==> config.mk <==
export PLATFORM = sky130hd
export DESIGN_NAME = hazard_unit
export DESIGN_NICKNAME = d
export VERILOG_FILES = /design/src/rtl/hazard_unit_pkg.sv /design/src/rtl/hazard_unit_hazard_detect.sv /design/src/rtl/hazard_unit.sv
export SDC_FILE = /design/constraint.sdc
export NUM_CORES = 1
export LEC_CHECK = 0
export ABC_AREA = 1
export CAP_MARGIN = 15
export CORE_AREA = 3 3 40 42
export CTS_CLUSTER_SIZE = 24
export DETAILED_ROUTE_END_ITERATION = 6
export DIE_AREA = 0 0 43 45
export SYNTH_ARGS = -nofsm -noshare
export SYNTH_HDL_FRONTEND = slang
export SYNTH_HIERARCHICAL = 1
export SYNTH_SLANG_ARGS = --single-unit
==> constraint.sdc <==
create_clock -name clk_hazard_unit -period 1.48 [get_ports clk_hazard_unit]
set_input_delay 0.296 -clock clk_hazard_unit [delete_from_list [all_inputs] [get_ports clk_hazard_unit]]
set_output_delay 0.296 -clock clk_hazard_unit [all_outputs]
set_load 0.02 [all_outputs]
==> src/rtl/hazard_unit_pkg.sv <==
`default_nettype none
// ============================================================================
// Module  : hazard_unit_pkg
// Brief   : Shared FSM encoding, register width and M-field bit positions.
// Revision: 1.0 - initial release
// ============================================================================
package hazard_unit_pkg;

  typedef enum logic [1:0] {
    RUN   = 2'd0,
    STALL = 2'd1,
    FLUSH = 2'd2
  } state_e;

  localparam int REG_W_DEF = 5;

  // Layout of the 4-bit M control field latched by ID/EX
  localparam int M_W            = 4;
  localparam int M_BRANCH_BIT   = 3;
  localparam int M_MEMREAD_BIT  = 2;
  localparam int M_MEMWRITE_BIT = 1;
  localparam int M_JUMP_BIT     = 0;

endpackage
`default_nettype wire

==> src/rtl/hazard_unit_hazard_detect.sv <==
`default_nettype none
// ============================================================================
// Module  : hazard_detect
// Brief   : Combinational load-use compare between ID/EX load target and IF/ID sources.
// Revision: 1.0 - initial release
// ============================================================================
module hazard_detect
  import hazard_unit_pkg::*;
#(
  parameter int REG_W = REG_W_DEF
) (
  input  logic [REG_W-1:0] rs_id_i,
  input  logic [REG_W-1:0] rt_id_i,
  input  logic             uses_rt_i,
  input  logic [REG_W-1:0] rt_ex_i,
  input  logic             mem_read_i,
  output logic             hz_o
);

  logic rs_match;
  logic rt_match;

  assign rs_match = (rt_ex_i == rs_id_i);
  assign rt_match = uses_rt_i & (rt_ex_i == rt_id_i);
  // $0 is hard-wired, so a load into it never creates a dependency
  assign hz_o     = mem_read_i & (rt_ex_i != '0) & (rs_match | rt_match);

endmodule
`default_nettype wire

==> src/rtl/hazard_unit.sv <==
`default_nettype none
// ============================================================================
// Module  : hazard_unit
// Brief   : Load-use stall / branch-jump flush controller. Optional counters
//           enabled by defining HAZARD_STATS_EN.
// Revision: 1.0 - initial release
// ============================================================================
module hazard_unit
  import hazard_unit_pkg::*;
#(
  parameter int LOAD_STALL_CYCLES = 1,
  parameter int REG_W             = REG_W_DEF
) (
  input  logic             clk_hazard_unit,
  input  logic             rst_hazard_unit,
  input  logic [REG_W-1:0] rs_ID_IN,
  input  logic [REG_W-1:0] rt_ID_IN,
  input  logic             usesRt_ID_IN,
  input  logic             jump_ID_IN,
  input  logic [REG_W-1:0] rt_EX_IN,
  input  logic             memRead_EX_IN,
  input  logic             branchTaken_MEM_IN,
  output logic             pcWrite,
  output logic             ifidWrite,
  output logic             bubble_IDEX,
  output logic             flush_IFID,
  output logic             flush_IDEX,
  output logic             flush_EXMEM,
  output logic             busy
`ifdef HAZARD_STATS_EN
  ,
  output logic [15:0]      stallCount,
  output logic [15:0]      flushCount
`endif
);

  localparam logic [3:0] STALL_RELOAD = 4'(LOAD_STALL_CYCLES - 1);

  state_e     state_q, state_d;
  logic [3:0] stall_cnt_q, stall_cnt_d;
  logic       hz;

  hazard_detect #(
    .REG_W (REG_W)
  ) u_hazard_detect (
    .rs_id_i    (rs_ID_IN),
    .rt_id_i    (rt_ID_IN),
    .uses_rt_i  (usesRt_ID_IN),
    .rt_ex_i    (rt_EX_IN),
    .mem_read_i (memRead_EX_IN),
    .hz_o       (hz)
  );

  always_comb begin
    state_d     = state_q;
    stall_cnt_d = stall_cnt_q;
    pcWrite     = 1'b1;
    ifidWrite   = 1'b1;
    bubble_IDEX = 1'b0;
    flush_IFID  = 1'b0;
    flush_IDEX  = 1'b0;
    flush_EXMEM = 1'b0;
    busy        = 1'b0;
    if (rst_hazard_unit) begin
      state_d     = RUN;
      stall_cnt_d = 4'd0;
    end else begin
      busy = (state_q != RUN);
      case (state_q)
        RUN: begin
          if (branchTaken_MEM_IN) begin
            flush_IFID  = 1'b1;
            flush_IDEX  = 1'b1;
            flush_EXMEM = 1'b1;
            state_d     = FLUSH;
          end else if (hz) begin
            pcWrite     = 1'b0;
            ifidWrite   = 1'b0;
            bubble_IDEX = 1'b1;
            if (LOAD_STALL_CYCLES > 1) begin
              state_d     = STALL;
              stall_cnt_d = STALL_RELOAD;
            end
          end else if (jump_ID_IN) begin
            flush_IFID = 1'b1;
          end
        end
        STALL: begin
          // A taken branch squashes the stalled instruction anyway
          if (branchTaken_MEM_IN) begin
            flush_IFID  = 1'b1;
            flush_IDEX  = 1'b1;
            flush_EXMEM = 1'b1;
            state_d     = FLUSH;
            stall_cnt_d = 4'd0;
          end else begin
            pcWrite     = 1'b0;
            ifidWrite   = 1'b0;
            bubble_IDEX = 1'b1;
            stall_cnt_d = stall_cnt_q - 4'd1;
            if (stall_cnt_q <= 4'd1) begin
              state_d     = RUN;
              stall_cnt_d = 4'd0;
            end
          end
        end
        FLUSH: begin
          flush_IFID = 1'b1;
          flush_IDEX = 1'b1;
          state_d    = RUN;
        end
        default: begin
          state_d     = RUN;
          stall_cnt_d = 4'd0;
        end
      endcase
    end
  end

  always_ff @(posedge clk_hazard_unit) begin
    if (rst_hazard_unit) begin
      state_q     <= RUN;
      stall_cnt_q <= 4'd0;
    end else begin
      state_q     <= state_d;
      stall_cnt_q <= stall_cnt_d;
    end
  end

`ifdef HAZARD_STATS_EN
  logic [15:0] stall_total_q;
  logic [15:0] flush_total_q;

  always_ff @(posedge clk_hazard_unit) begin
    if (rst_hazard_unit) begin
      stall_total_q <= 16'd0;
      flush_total_q <= 16'd0;
    end else begin
      if (bubble_IDEX && (stall_total_q != 16'hFFFF)) begin
        stall_total_q <= stall_total_q + 16'd1;
      end
      if (flush_EXMEM && (flush_total_q != 16'hFFFF)) begin
        flush_total_q <= flush_total_q + 16'd1;
      end
    end
  end

  assign stallCount = stall_total_q;
  assign flushCount = flush_total_q;
`endif

endmodule
`default_nettype wire

* Word level (Yosys, flattened, before mapping)
Cells that the tools add are included. Widths: inputs -> output; s select.
Operators by class: add/sub/neg operators 1, multiply operators 0, div/mod/pow operators 0, magnitude comparators 1, equality and inequality tests 6, shifts and indexed selects 0, multiplexer cells 27, bitwise logic cells 4, reductions and logical operators 6
Operators by type and width (count):
- $mux 1 | 16
- $eq 5x5->1 | 2
- $mux 4 | 2
- $pmux 4 s2 | 1
- $mux 2 | 3
- $pmux 1 s2 | 3
- $reduce_bool 5->1 | 1
- $le 4x1->1 const B | 1
- $pmux 2 s2 | 1
- $reduce_or 2->1 | 2
- $sub 4x1->4 const B | 1
- $and 1x1->1 | 3
- $ne 3x3->1 const B | 1
- $pmux 1 s3 | 1
- $eq 2x1->1 const B | 1
- $eq 2x2->1 const B | 1
- $logic_not 2->1 | 1
- $ne 2x2->1 const B | 1
- $reduce_and 2->1 | 1
- $reduce_bool 2->1 | 1
- $or 1x1->1 | 1
Storage, ports and cells: register bits 6, bits in latches 0, bits in writable memories 0, memory bits (read-only) 0, word-level logic and storage cells 47, memories kept 0

* Depth between registers and ports, before layout
depth in word-level cells 8, gate-level depth with buffers 10, gate-level depth less buffers 10

* Cells and area by module
The synthesis kept the hierarchy.
By module, submodules not included:
- hazard_detect | times used 1, cells each 52, area each 206.4 sq um, sequential area each 0.0 sq um
- hazard_unit | times used 1, cells each 14, area each 83.8 sq um, sequential area each 20.0 sq um

* Least setup slack after synthesis
Ideal clock, no wire load.
path kind input-to-output, start input port rt_EX_IN[3], end output port pcWrite, arrival time 1.208 ns, path slack -0.024 ns, stages on the path 10, buffers on the path 1, path through inv_1 -> nand2_1 -> nand2_1 -> nor2_1 -> nand3_1 -> a21oi_1 -> inv_1 -> nor2_1 -> nand2_1 -> buf_4
On the way: longest elaborated chain between the ends 8, elaborated cells on any way between the ends 11, those cells by class eq/ne (2); mux (4); bitwise (4); reduce/logical (1)
Ends and longest elaborated chain:
- start, declared | line hazard_unit.sv:20 | input logic [REG_W-1:0] rt_EX_IN,
- $eq 5x5->1 | line hazard_unit_hazard_detect.sv:24 | assign rt_match = uses_rt_i & (rt_ex_i == rt_id_i);
- $and 1x1->1 | line hazard_unit_hazard_detect.sv:24
- $or 1x1->1 | line hazard_unit_hazard_detect.sv:26 | assign hz_o = mem_read_i & (rt_ex_i != '0) & (rs_match | rt_match);
- $and 1x1->1 (*) | line hazard_unit_hazard_detect.sv:26
- via hz | line hazard_unit.sv:41 | logic hz;
- $mux 1 (*) (2 in series)
- $pmux 1 s2 (*)
- $mux 1 (*)
- end, declared | line hazard_unit.sv:23 | output logic pcWrite,
The timed path passes the listed nets; every way through them passes the cells marked *.

* Final worst setup path
start input port rt_EX_IN[3], end output port bubble_IDEX
On the way: longest elaborated chain between the ends 8, elaborated cells on any way between the ends 11, those cells by class eq/ne (2); mux (4); bitwise (4); reduce/logical (1)
Ends and longest elaborated chain:
- $eq 5x5->1 | line hazard_unit_hazard_detect.sv:24
- $and 1x1->1 | line hazard_unit_hazard_detect.sv:24
- $or 1x1->1 | line hazard_unit_hazard_detect.sv:26
- $and 1x1->1 (*) | line hazard_unit_hazard_detect.sv:26
- via hz | line hazard_unit.sv:41
- $mux 1 (*) | line hazard_unit.sv:76 | end else if (hz) begin
- $mux 1 (*) | line hazard_unit.sv:71 | if (branchTaken_MEM_IN) begin
- $pmux 1 s2 (*) | line hazard_unit.sv:69 | case (state_q)
- $mux 1 (*) | line hazard_unit.sv:64 | if (rst_hazard_unit) begin
- end, declared | line hazard_unit.sv:25 | output logic bubble_IDEX,
Marked as above.

==> impl_metrics.csv <==
group,metric,value,unit
global_route,grt_pass1_vias,370,
setup_path,crit_start,"rt_EX_IN[3]",
floorplanning,die_h,45,um
timing,layout_min_cycle_time,1520,ps
timing,setup_violations,4,
timing,layout_worst_path_cycle_share,103,%
routing,first_pass_iters,3,
clock_network,clk_latency,0,ps
timing,skew,0,ps
setup_path,crit_type,"input port to output pin",
routing,wl_per_cell,7.80,um
power,total_power,183,uW
timing,post-route-worst-setup-slack,-39.8,ps
place,place_worst_setup_slack,-1040,ps
global_route,grt_overflow_total,0,
setup_path,critPathMaxFanout,3,
synth,synth_fp_nets,87,
worst_hold_path,holdCritPathClass,"flop to flop",
power,vdd_drop_max,0.0932,mV
floorplanning,design.portCount,28,
setup_path,r2r_end,"state_q[1]$_SDFFE_PP0P_",
timing,hold_violations,0,
timing,max_slew_margin,83.5,%
global_route,antenna_found_initial,0,
run,drv_cap,0,
power,powerDensity,295,nW/um^2
routing,drt_iter0_drc,8,
synth,synth.distinct_cells,12,
clock_network,postCtsSetupRepairBufs,0,
final_layout,top_register,"state_q",
final_layout,largestRegisters,"state_q: 1 flops",
final_layout,regArea,20.0,sq um
final_layout,areaGrowthSynthToFinish,113,%
place,place_inst,108,
floorplanning,core_area,1280,sq um
routing,viasPerCell,4.00,
setup_path,r2r-start,"state_q[1]$_SDFFE_PP0P_",
setup_path,timing.critical_path.to,"bubble_IDEX",
setup_path,rrSetupSlack,770,ps
synth,synth.avg_cell_area,4.40,sq um
final_layout,n_fill_cell,143,
power,leakagePower,0.000367,uW
place,dp_hpwl,723,um
clock_network,cts_hold_buf,0,
global_route,grt_use_total,8.29,%
final_layout,nNetsFinal,116,
synth,seq_area_frac_synth,6.90,%
synth,synth_top_area_share,33.6,%
final_layout,drive_above_1_share,48.4,%
final_layout,largest_register_ffs,1,
timing,grt_setup_unrepaired,"true",
synth,syn_area,290,sq um
synth,synth_warnings,6,
clock_network,clkSlewWorstSetupHoldPaths,0,ps
final_layout,n_antenna_cell,0,
routing,finalWirelength,842,um
routing,drc,0,
timing,worstMarginPinSlew,247,ps
setup_path,reg2reg_depth,2,
synth,yosysTopAreaCell,"nand2_1",
global_route,grt_max_degree,7,
floorplanning,core.rowCount,13,
setup_path,cp.arrival,1220,ps
outcome,status,"finished, violations left",
final_layout,design_area,618,sq um
timing,worst_hold_slack,532,ps
global_route,grt_first_pass_wirelength,1340,um
setup_path,cp-end-kind,"output pin",
synth,yosys-top-cells-area,"nand2_1 34%, inv_1 18%, nor2_1 16%",
final_layout,layoutNonFillerInstCount,108,
setup_path,startpoint_type,"input port",
synth,synthesis.instances,66,
floorplanning,die_w,43,um
floorplanning,initial_utilization,22.6,%
final_layout,multiInputGateArea,248,sq um
setup_path,worstPathRequired,1180,ps
place,place_congestion,0.747,
synth,synth-seq-cells,1,
timing,drv_slew,0,
routing,vias,432,
place,placed_area,582,sq um
floorplanning,dieArea,1940,sq um
outcome,violations,"negative setup slack",
place,port_buffers,27,
routing,ant_nets,0,
timing,timing.fmax,0.658,GHz
==> synth_stat cells (all sizes together) <==
library cell,number
o21ai,1
nor3,2
a21oi,2
nor2,13
nand3,3
xnor2,1
nand2,26
inv,16
dfxtp,1
buf,1
==> logic make-up after synthesis <==
family,synth area share [%]
buffers and inverters,23.3
xor gates and xnor gates,3.02
AOI/OAI and AO/OA,5.17
DFF,6.90
and+or+nand+nor,61.6
==> timing repair <==
item,CTS,global route
gates resized for setup,110,27
cloned,0,0
pin swaps,23,17
endpoints found under the setup margin,7,5
==> metal layers <==
layer | routed length, um | part of all wire (%) | track usage [%]
met1 | 350 | 42 | 11.0
met5 | 0 | 0 | 0
met2 | 432 | 51 | 15.9
met3 | 59 | 7.0 | 0.398
met4 | 0 | 0 | 0
==> metrics by stage <==
step	utilization, %	TNS [ps]
2_1_floorplan	-	0
3_3_place_gp	45.3	-4950
3_5_place_dp	45.3	-4960
4_1_cts	41.1	-374
5_1_grt	48.1	-440
6_report	48.1	-81.3
==> critical path, cell delays in order <==
cell	delay, ps
buf_6	80
inv_4	30
nand2_2	50
nand2_1	60
nor2_2	110
nand3_2	80
a21oi_2	140
inv_2	60
nor2_4	90
nand2_4	70
inv_2	50
buf_6	100
==> how the worst min path moves through the flow <==
stage,startpoint,end,slack (ps),cells past startpoint
2_1_floorplan,rst_hazard_unit,state_q[1]$_SDFFE_PP0P_,370,1
3_3_place_gp,state_q[1]$_SDFFE_PP0P_,state_q[1]$_SDFFE_PP0P_,530,1
3_5_place_dp,state_q[1]$_SDFFE_PP0P_,state_q[1]$_SDFFE_PP0P_,530,1
4_1_cts,state_q[1]$_SDFFE_PP0P_,state_q[1]$_SDFFE_PP0P_,530,1
5_1_grt,state_q[1]$_SDFFE_PP0P_,state_q[1]$_SDFFE_PP0P_,560,1
6_report,state_q[1]$_SDFFE_PP0P_,state_q[1]$_SDFFE_PP0P_,530,1
==> cell type report <==
cell class                 instances  share of cell area (%)
multi-input combinational         48                    40.1
inverter                          16                    10.5
timing repair buffer              28                    43.1
sequential                         1                    3.24
tap                               15                    3.04
==> layout by cell type (no fill, tap or decap), types with 2 or more instances in the layout <==
master	instances
dlygate4sd2_1	2
inv_1	8
nand3_1	2
buf_8	2
inv_4	2
buf_4	2
nor2_2	4
nand2_2	3
inv_2	6
buf_2	6
nor2_4	2
nor2_1	7
buf_6	12
nand2_1	22
nor3_1	2
==> report_power, final <==
part	total (uW)	leakage [uW]	switching [uW]	internal, uW
Clock	0	0	0	0
Combinational	150	0.000358	71.1	78.7
Sequential	32.9	0.00000832	3.10	29.8
Total	183	0.000367	74.2	108
(Power assumes the default switching activity.)
